--- src/rtl/keypad_pkg.sv ---
// Shared keypad definitions: event field widths, width helpers for codes and
// counters, and the strobe/return polarity helper also used by the 7-segment
// display multiplexer.
package keypad_pkg;

  // An event is {key code, release flag}; the release flag is one bit.
  localparam int unsigned EVT_REL_W = 1;

  // Bits needed to index n distinct values, never less than 1.
  function automatic int unsigned width_of(input int unsigned n);
    return (n > 1) ? $clog2(n) : 1;
  endfunction

  // Key code width for a rows x cols matrix.
  function automatic int unsigned code_width(input int unsigned rows, input int unsigned cols);
    return width_of(rows * cols);
  endfunction

  // Full event width as stored in the event queue.
  function automatic int unsigned event_width(input int unsigned rows, input int unsigned cols);
    return code_width(rows, cols) + EVT_REL_W;
  endfunction

  // Width of a counter that must be able to hold the value limit.
  function automatic int unsigned count_width(input int unsigned limit);
    return width_of(limit + 1);
  endfunction

  // Electrical level for a logical "active" state under the chosen polarity.
  function automatic logic drive_level(input logic active, input logic active_low);
    return active ^ active_low;
  endfunction

endpackage

--- src/rtl/key_event_fifo.sv ---
// Synchronous first-word fall-through FIFO for keypad events.
// Ports:
//   clk, rst   clock and synchronous active-high reset
//   push/wdata write request; ignored when full unless a pop happens in the same cycle
//   pop        removes the head; ignored when empty
//   rdata      head word; holds the last popped word while empty (0 after reset)
//   empty/full occupancy flags
module key_event_fifo #(
  parameter int unsigned WIDTH = 5,
  parameter int unsigned DEPTH = 4
) (
  input  logic             clk,
  input  logic             rst,
  input  logic             push,
  input  logic [WIDTH-1:0] wdata,
  input  logic             pop,
  output logic [WIDTH-1:0] rdata,
  output logic             empty,
  output logic             full
);

  localparam int unsigned AW = $clog2(DEPTH);

  logic [WIDTH-1:0] mem [DEPTH];
  logic [AW:0]      wr_ptr;
  logic [AW:0]      rd_ptr;
  logic [WIDTH-1:0] last;
  logic             do_push;
  logic             do_pop;

  // Pointers carry one extra wrap bit to tell full from empty.
  assign empty   = (wr_ptr == rd_ptr);
  assign full    = (wr_ptr[AW] != rd_ptr[AW]) && (wr_ptr[AW-1:0] == rd_ptr[AW-1:0]);
  assign do_pop  = pop && !empty;
  assign do_push = push && (!full || do_pop);
  assign rdata   = empty ? last : mem[rd_ptr[AW-1:0]];

  always_ff @(posedge clk) begin
    if (rst) begin
      wr_ptr <= '0;
      rd_ptr <= '0;
      last   <= '0;
      for (int unsigned i = 0; i < DEPTH; i++) mem[i] <= '0;
    end else begin
      if (do_push) begin
        mem[wr_ptr[AW-1:0]] <= wdata;
        wr_ptr              <= wr_ptr + (AW+1)'(1);
      end
      if (do_pop) begin
        last   <= mem[rd_ptr[AW-1:0]];
        rd_ptr <= rd_ptr + (AW+1)'(1);
      end
    end
  end

endmodule

--- src/rtl/keypad_scan_queue.sv ---
// Matrix keypad scanner with per-key debounce and a press/release event queue.
// Ports:
//   clk, rst     clock and synchronous active-high reset
//   row_in       raw row returns (asynchronous)
//   col_out      column strobes, one active at a time
//   key_valid    event queue head valid
//   key_code     head key index = row*COLS+col
//   key_release  head event type (0 press, 1 release)
//   key_ready    consumer accepts head when key_valid && key_ready
//   any_pressed  OR of all debounced key states
//   overflow     sticky: an event was dropped on a full queue
//   ovf_clr      one-cycle clear for overflow (set wins)
module keypad_scan_queue
  import keypad_pkg::*;
#(
  parameter int unsigned ROWS       = 4,
  parameter int unsigned COLS       = 4,
  parameter int unsigned SCAN_DIV   = 1000,
  parameter int unsigned DEBOUNCE   = 4,
  parameter int unsigned FIFO_DEPTH = 4,
  parameter bit          ACTIVE_LOW = 1'b1
) (
  input  logic                               clk,
  input  logic                               rst,
  input  logic [ROWS-1:0]                    row_in,
  output logic [COLS-1:0]                    col_out,
  output logic                               key_valid,
  output logic [code_width(ROWS, COLS)-1:0]  key_code,
  output logic                               key_release,
  input  logic                               key_ready,
  output logic                               any_pressed,
  output logic                               overflow,
  input  logic                               ovf_clr
);

  localparam int unsigned NK  = ROWS * COLS;
  localparam int unsigned KW  = code_width(ROWS, COLS);
  localparam int unsigned EW  = event_width(ROWS, COLS);
  localparam int unsigned DW  = width_of(SCAN_DIV);
  localparam int unsigned CLW = width_of(COLS);
  localparam int unsigned CW  = count_width(DEBOUNCE);

  logic [ROWS-1:0] sync1;
  logic [ROWS-1:0] sync2;
  logic [ROWS-1:0] row_cap;   // logical "pressed" per row for the active column
  logic [DW-1:0]   dwell;
  logic [CLW-1:0]  col;
  logic [NK-1:0]   deb;
  logic [CW-1:0]   cnt [NK];

  logic            walk;
  logic            sample;
  logic [KW-1:0]   cur_code;
  logic            push;
  logic            pop;
  logic            full;
  logic            empty;
  logic            drop;
  logic [EW-1:0]   evt_in;
  logic [EW-1:0]   evt_out;

  // Dwell cycles 3..ROWS+2 each visit one row of the captured column.
  always_comb begin
    walk     = 1'b0;
    sample   = 1'b0;
    cur_code = '0;
    for (int unsigned r = 0; r < ROWS; r++) begin
      if (32'(dwell) == r + 3) begin
        walk     = 1'b1;
        sample   = row_cap[r];
        cur_code = KW'(r * COLS + 32'(col));
      end
    end
  end

  // A push fires on the sample that would bring the counter to DEBOUNCE.
  assign push   = walk && (sample != deb[cur_code]) && (cnt[cur_code] == CW'(DEBOUNCE - 1));
  assign evt_in = {cur_code, deb[cur_code]};
  assign pop    = key_valid && key_ready;
  assign drop   = push && full && !pop;

  always_comb begin
    col_out = '0;
    for (int unsigned c = 0; c < COLS; c++) col_out[c] = drive_level(CLW'(c) == col, ACTIVE_LOW);
  end

  assign any_pressed = |deb;
  assign key_valid   = !empty;
  assign key_code    = evt_out[EW-1:1];
  assign key_release = evt_out[0];

  always_ff @(posedge clk) begin
    if (rst) begin
      sync1    <= {ROWS{ACTIVE_LOW}};
      sync2    <= {ROWS{ACTIVE_LOW}};
      row_cap  <= '0;
      dwell    <= '0;
      col      <= '0;
      deb      <= '0;
      overflow <= 1'b0;
      for (int unsigned k = 0; k < NK; k++) cnt[k] <= '0;
    end else begin
      sync1 <= row_in;
      sync2 <= sync1;

      if (dwell == DW'(SCAN_DIV - 1)) begin
        dwell <= '0;
        col   <= (col == CLW'(COLS - 1)) ? '0 : col + CLW'(1);
      end else begin
        dwell <= dwell + DW'(1);
      end

      if (dwell == DW'(2)) row_cap <= sync2 ^ {ROWS{ACTIVE_LOW}};

      // The debounced bit flips even if the queue drops the event.
      if (walk) begin
        if (sample == deb[cur_code]) begin
          cnt[cur_code] <= '0;
        end else if (push) begin
          deb[cur_code] <= ~deb[cur_code];
          cnt[cur_code] <= '0;
        end else begin
          cnt[cur_code] <= cnt[cur_code] + CW'(1);
        end
      end

      if (drop)         overflow <= 1'b1;
      else if (ovf_clr) overflow <= 1'b0;
    end
  end

  key_event_fifo #(
    .WIDTH (EW),
    .DEPTH (FIFO_DEPTH)
  ) u_fifo (
    .clk   (clk),
    .rst   (rst),
    .push  (push),
    .wdata (evt_in),
    .pop   (pop),
    .rdata (evt_out),
    .empty (empty),
    .full  (full)
  );

endmodule

--- config.mk ---
export PLATFORM = sky130hd
export DESIGN_NAME = keypad_scan_queue
export DESIGN_NICKNAME = d
export VERILOG_FILES = /design/src/rtl/keypad_pkg.sv /design/src/rtl/key_event_fifo.sv /design/src/rtl/keypad_scan_queue.sv
export SDC_FILE = /design/constraint.sdc
export NUM_CORES = 1
export LEC_CHECK = 0
export CAP_MARGIN = 20
export CORE_MARGIN = 3
export CORE_UTILIZATION = 50
export CTS_CLUSTER_DIAMETER = 50
export DETAILED_ROUTE_END_ITERATION = 8
export PLACE_DENSITY = 0.71
export SLEW_MARGIN = 10
export SYNTH_ARGS = -nofsm -noshare
export SYNTH_HDL_FRONTEND = slang
export SYNTH_SLANG_ARGS = --single-unit
--- constraint.sdc ---
create_clock -name clk -period 9.3 [get_ports clk]
set_clock_uncertainty 0.2 [all_clocks]
set_input_delay 1.395 -clock clk [delete_from_list [all_inputs] [get_ports clk]]
set_output_delay 1.395 -clock clk [all_outputs]
set_load 0.005 [all_outputs]
Word level (Yosys, flattened, before mapping) --
Memories as Yosys holds them, arrays and structs flattened. A register that Yosys moved wholly into a read port is not among the register bits. Cells that the tools add are included.
Word-level totals: register bits after elaboration 52, bits in writable memories 68, input bits 8, word-level logic and storage cells 117, memories 2
Memory list:
- cnt | depth 16, bits a word 3, read ports 1, clocked after Yosys merged registers in 0, write ports 16, line keypad_scan_queue.sv:49 | logic [CW-1:0] cnt [NK];
- u_fifo.mem | depth 4, bits a word 5, read ports 1, clocked after Yosys merged registers in 1, write ports 4, line key_event_fifo.sv:24 | logic [WIDTH-1:0] mem [DEPTH];
Operators by class: add/subtract/negate cells 8, order comparisons 2, eq/ne operators 16, muxes and demuxes 50, bitwise logic cells 9, reduce and logical (&&, ||, !) cells 20
Operator list (count):
- $mux 1 | 33
- $eq 10x3->1 const B | 3
- $eq 10x2->1 const B | 2
- $bwmux 16 | 1
- $mux 4 | 4
- $reduce_or 16->1 | 1
- $add 10x1->10 const B | 1
- $eq 10x10->1 const B | 1
- $mux 2 | 5
- $mux 5 | 2
- $add 3x1->3 const B | 3
- $logic_and 1x1->1 | 9
- $mux 3 | 3
- $add 4x2->4 const A | 2
- $not 1->1 | 6
- $lt 4x5->1 const B | 1
- $reduce_or 5->1 | 1
- $add 3x2->4 const A | 1
- $bmux 1 s4 | 1
- $demux 1 s4 | 1
- $eq 2x2->1 const A | 2
- $ge 4x1->1 const B | 1
- $not 4->4 | 1
- $eq 3x2->1 const B | 1
- other kinds (15) | 19

Depth between registers and ports, before layout --
Gate-level depths: netlist (run 1).
depth in word-level cells 19, mapped depth 20, depth with buffers taken out 17

By module --
From an unflattened synthesis (run 1), not the netlist that was laid out.
Second synthesis, totals: cells, all modules 634, area, all modules 6476.2 um^2
By module, submodules not included:
- keypad_scan_queue | instances 1, cells each 497, area an instance 4813.4 um^2, sequential area each 2262.2 um^2
- key_event_fifo | instances 1, cells each 137, area an instance 1662.8 um^2, sequential area each 860.8 um^2

Worst setup path after synthesis (run 1) --
OpenSTA, ideal clock, no wires.
path type reg-to-reg, start register dwell[0], end memory u_fifo.mem[1][0], enable pin, setup time 0.374 ns, data arrival time 4.078 ns, data required time 8.726 ns, setup slack 4.648 ns, stages on the path, launching flop included 21, buffers on the path 3, period minus slack after synthesis 4.652 ns, cell sequence dfxtp_1 inv_1 ha_1 buf_2 or4b_4 nand4_1 clkbuf_1 nor2_1 nand2_1 o22ai_1 nor2_1 nand2_1 a31oi_1 ha_1 ha_1 and2_1 clkbuf_1 nand2_1 nor4_1 a21oi_1 o21ai_0
RTL lines:
- from (decl) | line keypad_scan_queue.sv:46 | logic [DW-1:0] dwell;
- from (signal assigned) | line keypad_scan_queue.sv:110 | dwell <= dwell + DW'(1);
- to (decl) | line key_event_fifo.sv:24

==> results.md, run 1 <==
* Area occupied by multi-input gates at between 2000 and 3000 um^2
* # IOs at 20
* Worst-path cell chain: nor4_2 -> nand4_1 -> a21oi_1 -> o22ai_1 -> nand2_1 -> nand2_1 -> a31oi_1 -> ha_1 -> ha_1 -> and2_1 -> nand2_1 -> nor4_1 -> a21oi_1 -> o21ai_0
* Cts bufs inserted at 17
* Clock net sink count at roughly 120
* Post-route antenna net violation count at 0
* Top cell types by occurrence after synthesis: sky130_fd_sc_hd__nor2_1 (100), sky130_fd_sc_hd__nand2_1 (73), sky130_fd_sc_hd__edfxtp_1 (68), sky130_fd_sc_hd__dfxtp_1 (54), sky130_fd_sc_hd__a21oi_1 (37)
* Slowest stage cell on the critical path: sky130_fd_sc_hd__nand4_1
* Core box area at 11710 um^2
* Global placer's final weighted congestion at roughly 0.97
* Worst hold slack across all endpoints at 0.1995 ns
* Slew Limit Headroom at 0.3523
* Post-synthesis average cell area at 9.542 um^2
* DIE HEIGHT at 116.9 um
* Setup Buffers After CTS at 0
* Maximum capacitance violations at 0
* Synth Net Count at 665
* Cell types occupying the most area after synthesis: sky130_fd_sc_hd__edfxtp_1 (33%), sky130_fd_sc_hd__dfxtp_1 (18%), sky130_fd_sc_hd__nor2_1 (6.1%)
* Outcome: finished, final reports clean
* Ys Warns at 0
* Count of endpoints failing setup in the final report at 0
* Synth Area in Adders at 0.02440
* Post-Syn Area at around 6200 um^2
* Post-route fraction of the period consumed by the critical path at 0.6011
* Root Buffer Master: sky130_fd_sc_hd__clkbuf_16
* Fmax at approximately 180 MHz
* FF+latch area at between 3000 and 4000 um^2
* Layout cell share with drive strength beyond 1 at 0.1106
* Share of flip-flops with an asynchronous set or reset at 0
* Clock slew at the register clock pins of the worst setup and hold paths at around 0.050 ns
* Xor and xnor area share after synthesis at 0.01850
* Worst-Skew Late Latency at 0.42 ns
* Count of TritonRoute iterations in the first routing pass at 5
* Hold violation total from the final report at 0
* Critical path's largest stage delay at 0.89 ns
* Worst Path Buf+Inv at 0
* RSZ-0062 raised after global routing: false
* Per-cell routed wire length at between 15 and 20 um
* Primary flip-flop cell chosen by synthesis mapping: sky130_fd_sc_hd__edfxtp_1
* Highest fanout seen on the critical path at 19
* CTS HTree Levels at 4
* Count of fill cells added during filler insertion at around 1000
* Portion of netlist area occupied by mux cells at 0.05692
* Int Power at 1074 uW
* Destination of the worst register-to-register timing path: u_fifo.mem[1][3]
* Number of cells on the worst hold path at 1
* FF-to-FF Start: dwell[5]
* Number of core rows at 39
* Post-Route Setup TNS at 0 ns
* Number of synthesized register bits at 122
* Cell accounting for the most synthesized area: sky130_fd_sc_hd__edfxtp_1
* Top cell type's share of synthesized area at 0.3318
* Resized Gates After CTS at 0
* Hold/Removal Path Class: reg -> reg
* Worst reg-to-reg path cell count at 14
* Maximum ir drop on the vdd rail at ~0.15 mV
* Vias/cell at about 6.2
* Pins Over Slew Limit at 0
* Finished Core Util at 0.5952
* Post-synthesis sequential area ratio at 0.5074
* Worst Hold Endpoint: row_cap[2]
* Initial core utilization at 0.5255
* Proportion of total power due to net switching at 0.2247
* Power dissipated by switching net loads at approximately 310 uW
* DR vias at about 5.0k
* CTS tree: yes
* Clock tree buffer depth at 2
* Worst-margin pin slew at around 0.96 ns
* Hold wc startpoint: sync2[2]
* Clock period minus final worst setup slack at between 5 and 6 ns
* Largest net degree at the start of global routing at 50
* Largest delay contributor family on the critical path: simple AND/OR/NAND/NOR gates
* Endpoint arrival time on the critical path at between 5 and 6 ns
* Static power due to leakage at around 0.0024 uW
* Most numerous cell on the critical path: sky130_fd_sc_hd__nand2_1
* Post-Route WL at 15620 um
* Number of hold buffers added after CTS at 0
* Register-to-register setup slack at between 3 and 4 ns
* Element type at the critical path end: flip-flop
* Relative contribution of the clock network to total power at 0.483
* Via count of the first global-routing pass at between 4k and 5k
* Largest family of logic cells by synthesized area: simple AND/OR/NAND/NOR gates
* Part of the total power dissipated in sequential elements at 0.438
* Area Overhead vs Synth at 13.25%
* Number of enable flip-flop cells after synthesis at 68
* Aggregate global routing overflow at 0
* Gr usage total at 0.2440
* Combinational share of power at 0.079
* Library cells used by synthesis at 65
* Area of the die at approximately 14000 um^2
* Total Power at 1385 uW
* DRC violation count after routing at 0
* X dimension of the die at between 100 and 150 um
* Wire length of the first global-routing pass at approximately 25000 um
* Post-synthesis simple-gate area fraction at 0.2307
* Initial antenna violation count at 0
* Iter 0 DRT Violations at around 500
* Pwr dens at around 200 nW/um^2
* Type of element launching the critical path: flip-flop
* Critical path class: reg -> reg
* Antenna diode instance count at 0
* Syn Inst Count at around 650
* Most frequent cell after synthesis: sky130_fd_sc_hd__nor2_1
* Data required time of the worst path at 9.15 ns
* Post-route cell area at roughly 7000 um^2
* Synth Area in Compound Gates at 0.1271
* Detailed-placement wirelength estimate at 10800 um
* Quantity of I/O buffers inserted on ports at 19
* Post-Place Cell Area at 6372 um^2
* Net count reported at finish at between 600 and 700
worst reg2reg max path, stage by stage, from the launching register on:
cell and delay [ns]:
sky130_fd_sc_hd__dfxtp_1 0.36, sky130_fd_sc_hd__nor4_2 0.83, sky130_fd_sc_hd__nand4_1 0.90, sky130_fd_sc_hd__a21oi_1 0.62, sky130_fd_sc_hd__o22ai_1 0.14, sky130_fd_sc_hd__nand2_1 0.09
sky130_fd_sc_hd__nand2_1 0.06, sky130_fd_sc_hd__a31oi_1 0.14, sky130_fd_sc_hd__ha_1 0.18, sky130_fd_sc_hd__ha_1 0.20, sky130_fd_sc_hd__and2_1 0.32, sky130_fd_sc_hd__nand2_1 0.19
sky130_fd_sc_hd__nor4_1 0.22, sky130_fd_sc_hd__a21oi_1 0.14, sky130_fd_sc_hd__o21ai_0 0.64
cell usage in the layout, fill, tap and decap left out, drive strengths merged, types with 3 or more instances in the layout:
cell type        n
bufinv           4
or3              3
clkdlybuf4s50   19
nor4            22
nor2           101
mux2i            8
mux2            14
o21ai           33
nand3b           4
dfxtp           54
clkbuf          23
nand3           25
inv             12
and3             3
nor3            29
nand2           73
o211ai           4
o221ai           3
nor2b            4
and4             3
nand2b           7
o31ai            4
a21oi           38
xor2             7
a211oi           5
xnor2            6
edfxtp          68
o22ai           10
nand4            5
mux4             5
or2             10
or4              3
ha              12
clkinv           7
registers in the layout, indices dropped and copies added, names as in the netlist, named ones only:
| register | count |
|---|---|
| u_fifo.rd_ptr | 3 |
| u_fifo.last | 5 |
| row_cap | 4 |
| overflow | 1 |
| sync1 | 4 |
| cnt | 48 |
| deb | 16 |
| dwell | 10 |
| col | 2 |
| u_fifo.wr_ptr | 3 |
| u_fifo.mem | 20 |
| sync2 | 4 |
cell type report:
type / instances / share of cell area
multi-input combinational: 471 / 0.4041
timing repair buffer: 22 / 0.03016
sequential: 122 / 0.4480
inverter: 13 / 0.007001
clock inverter: 10 / 0.02136
clock buffer: 22 / 0.06372
tap: 143 / 0.02567
routing by layer:
| layer | up-vias | part of all wire | global-route usage |
|---|---|---|---|
| met1 | 2404 | 0.41 | 0.2913 |
| met5 | - | 0 | 0 |
| met3 | 50 | 0.066 | 0.06375 |
| li1 | 2350 | - | - |
| met2 | 192 | 0.49 | 0.4027 |
| met4 | 0 | 0.034 | 0.1330 |
worst max path at each step:
stage | start | to | slack [ns] | cells after the start
after floorplan | dwell[0] | u_fifo.mem[1][0] | 4.65 | 20
after global placement | dwell[5] | u_fifo.mem[1][1] | 4.16 | 14
after detailed placement | dwell[5] | u_fifo.mem[1][3] | 3.82 | 14
after CTS | dwell[5] | u_fifo.mem[1][3] | 3.79 | 14
after global routing | dwell[5] | u_fifo.mem[1][1] | 3.29 | 14
final | dwell[5] | u_fifo.mem[1][3] | 3.71 | 14
per-stage QoR:
step / setup WS [ns] / std cells
6_report: 3.710 / 803
5_1_grt: 3.291 / 803
4_1_cts: 3.795 / 802
3_5_place_dp: 3.820 / 770
3_3_place_gp: 4.165 / 770
2_1_floorplan: 4.648 / 645
cells by family after synthesis:
family,Yosys count
flops,122
compound gates,121
mux,27
simple gates,298
xor+xnor,13
buf+inv,52
fa+ha+maj,12
power groups by stage:
stage / clock network (uW) / logic [uW] / registers (uW)
CTS: 678 / 109 / 606
finish: 669 / 110 / 607
global placement: 0 / 105 / 616
floorplan: 0 / 81.9 / 610
detailed placement: 0 / 108 / 617
global route: 705 / 121 / 608
No activity file was read; power rests on OpenSTA's default activity.
==> inputs of run 2 (changes only) <==
- PLACE_DENSITY: 0.71 -> 0.74
- clock period: 9.3 -> 4.84 ns (I/O delays scaled with it)
==> run 2 against run 1 <==
  * Total power up 84%
  * Cell count grew 2.5%
  * Combinational power up 100%
  * Via count is 3.8% higher
  * Count of clock-buffer cells in the layout is 3 lower
  * Global-route usage rose by 1.0 points
  * Largest power group is now sequential cells
==> results.md, run 2 (same netlist as run 1, synthesis figures left out) <==
* Net count reported at finish at 687 (+3.0%)
* Area of the die at 13680 um^2 (unchanged)
* Worst-path cell chain: inv_1 -> ha_1 -> or4b_4 -> and2_1 -> nand4_1 -> nand2_1 -> o22ai_1 -> nor2_1 -> nand2_1 -> a31oi_1 -> ha_1 -> ha_1 -> and2_1 -> buf_4 -> nand3_1 -> nor4_1 -> a21oi_1 -> mux2_2
* Critical path's largest stage delay at 0.57 ns (-0.32 ns)
* Highest fanout seen on the critical path at 9 (-10)
* Clock net sink count at 122 (unchanged)
* CTS HTree Levels at 4 (unchanged)
* Number of hold buffers added after CTS at 0 (unchanged)
* Post-route fraction of the period consumed by the critical path at 0.9341 (+0.3330)
* Worst Path Buf+Inv at 2 (+2)
* Gr usage total at 0.2544 (+0.01043)
* Maximum ir drop on the vdd rail at 0.2962 mV (+96%)
* Clock period minus final worst setup slack at 4.521 ns (-1.069 ns)
* Core box area at 11710 um^2 (unchanged)
* DR vias at 5186 (+3.8%)
* Leading cell type in the layout, fill and taps excluded: sky130_fd_sc_hd__nor2_1
* Iter 0 DRT Violations at 509 (+3.2%)
* Worst reg-to-reg path cell count at 18 (+4)
* Post-Route Setup TNS at 0 ns (unchanged)
* Largest delay contributor family on the critical path: simple AND/OR/NAND/NOR gates
* Layout cell share with drive strength beyond 1 at 0.1515 (+0.04086)
* Vias/cell at 6.301 (+1.3%)
* Via count of the first global-routing pass at 5149 (+7.0%)
* Startpoint of the most critical setup path: dwell[0]
* Most numerous cell on the critical path: sky130_fd_sc_hd__ha_1
* Wire length of the first global-routing pass at 26420 um (+7.1%)
* Type of element launching the critical path: flip-flop
* # IOs at 20 (unchanged)
* Initial antenna violation count at 0 (unchanged)
* Pwr dens at 360.2 nW/um^2 (+81%)
* Worst hold slack across all endpoints at 0.2091 ns (+0.009576 ns)
* Commonest non-fill, non-tap cells in the layout: sky130_fd_sc_hd__nor2_1 (100), sky130_fd_sc_hd__nand2_1 (73), sky130_fd_sc_hd__edfxtp_1 (68), sky130_fd_sc_hd__dfxtp_1 (54), sky130_fd_sc_hd__a21oi_1 (36)
* Clock tree buffer depth at 2 (unchanged)
* Root Buffer Master: sky130_fd_sc_hd__clkbuf_16
* Antenna diode instance count at 0 (unchanged)
* Element type at the critical path end: flip-flop
* X dimension of the die at 116.9 um (unchanged)
* Global placer's final weighted congestion at 0.9562 (-1.3%)
* Number of core rows at 39 (unchanged)
* Hold/Removal Path Class: reg -> reg
* Pins Over Slew Limit at 0 (unchanged)
* Maximum capacitance violations at 0 (unchanged)
* Crit. path cell count at 18 (+4)
* Worst-margin pin slew at 1.070 ns (+0.1075 ns)
* Largest net degree at the start of global routing at 29 (-42%)
* Outcome: finished, final reports clean
* Count of TritonRoute iterations in the first routing pass at 5 (unchanged)
* Top register by number of flip-flops: cnt
* Post-route antenna net violation count at 0 (unchanged)
* Worst-Skew Late Latency at 0.42 ns (about the same)
* Critical path class: reg -> reg
* Slew Limit Headroom at 0.2843 (-0.06799)
* End of the critical path: u_fifo.wr_ptr[2]
* Clock slew at the register clock pins of the worst setup and hold paths at 0.06 ns (about the same)
* DIE HEIGHT at 116.9 um (unchanged)
* DRC violation count after routing at 0 (unchanged)
* Area Overhead vs Synth at 15.19%
* RSZ-0062 raised after global routing: false
* FF-to-FF Start: dwell[0]
* Destination of the worst register-to-register timing path: u_fifo.wr_ptr[2]
* Data required time of the worst path at 4.94 ns (-4.21 ns)
* Endpoint arrival time on the critical path at 4.62 ns (-0.82 ns)
* Slowest stage cell on the critical path: sky130_fd_sc_hd__or4b_4
* Largest register FFs at 48 (unchanged)
* Total Power at 2553 uW (+84%)
* Largest registers: cnt (48), u_fifo.mem (20), deb (16)
* Count of endpoints failing setup in the final report at 0 (unchanged)
* Detailed-placement wirelength estimate at 11430 um (+5.8%)
* Quantity of I/O buffers inserted on ports at 19 (unchanged)
* Register-to-register setup slack at 0.32 ns (-3.39 ns)
* Cts bufs inserted at 17 (unchanged)
* Static power due to leakage at 0.002501 uW (+3.3%)
* Fmax at 221.2 MHz (+24%)
* Hold violation total from the final report at 0 (unchanged)
* Per-cell routed wire length at 20.20 um (+3.9%)
* Post-Route WL at 16630 um (+6.5%)
* Initial core utilization at 0.5255 (unchanged)
* Aggregate global routing overflow at 0 (unchanged)
* CTS tree: yes
run 2: changes by cell type in the layout (fill, tap and decap cells not counted), moves of 4 or more:
cell | previous run | this run
sky130_fd_sc_hd__clkbuf_1 | 5 | 0
sky130_fd_sc_hd__clkinv_4 | 0 | 4
sky130_fd_sc_hd__bufinv_16 | 4 | 0
sky130_fd_sc_hd__buf_4 | 2 | 22
run 2: worst min-delay path by stage:
stage,startpoint,endpoint,cells after the start
6_report,sync1[0],sync2[0],1
2_1_floorplan,sync1[0],sync2[0],1
3_3_place_gp,sync1[2],sync2[2],1
5_1_grt,sync2[1],row_cap[1],1
3_5_place_dp,sync1[1],sync2[1],1
4_1_cts,sync1[1],sync2[1],1
run 2: power by group:
group / total [uW] / switching (uW) / internal [uW] / leakage, uW
clock network: 1170 / 483 / 683 / 0.000274
registers: 1170 / 30.9 / 1130 / 0.00114
logic: 222 / 137 / 84.8 / 0.00108
total: 2550 / 651 / 1900 / 0.00250
run 2: layout make-up:
class	count	area (um^2)
clock inverters	13	92.59
well taps	143	178.9
repair buffers	42	360.3
flip-flops and latches	122	3123
inverters	13	48.80
multi-input cells	471	2833
fillers	1001	4622
clock buffers	19	452.9
run 2: what timing repair did:
item	4_1_cts	5_1_grt
setup endpoints to repair	0	20
resized for setup	0	6
setup buffers	0	0
run 2: metrics by stage:
step | utilization | cell area (um^2) | setup slack, ns | cells
final | 0.6053 | 7089 | 0.3188 | 823
after global routing | 0.6053 | 7089 | 0.007253 | 823
after CTS | 0.6035 | 7068 | 0.1978 | 822
after detailed placement | 0.5569 | 6523 | 0.2450 | 790
after global placement | 0.5569 | 6523 | 0.3850 | 790
after floorplan | - | 6155 | 0.1881 | 645
run 2: metal layers:
layer	vias up	wire length [um]	share of wire	global-route usage
met5	-	0	0	0
met4	0	586	0.035	0.1269
met3	50	1280	0.077	0.05656
met2	226	8237	0.50	0.4259
met1	2519	6521	0.39	0.3102
li1	2391	-	-	-
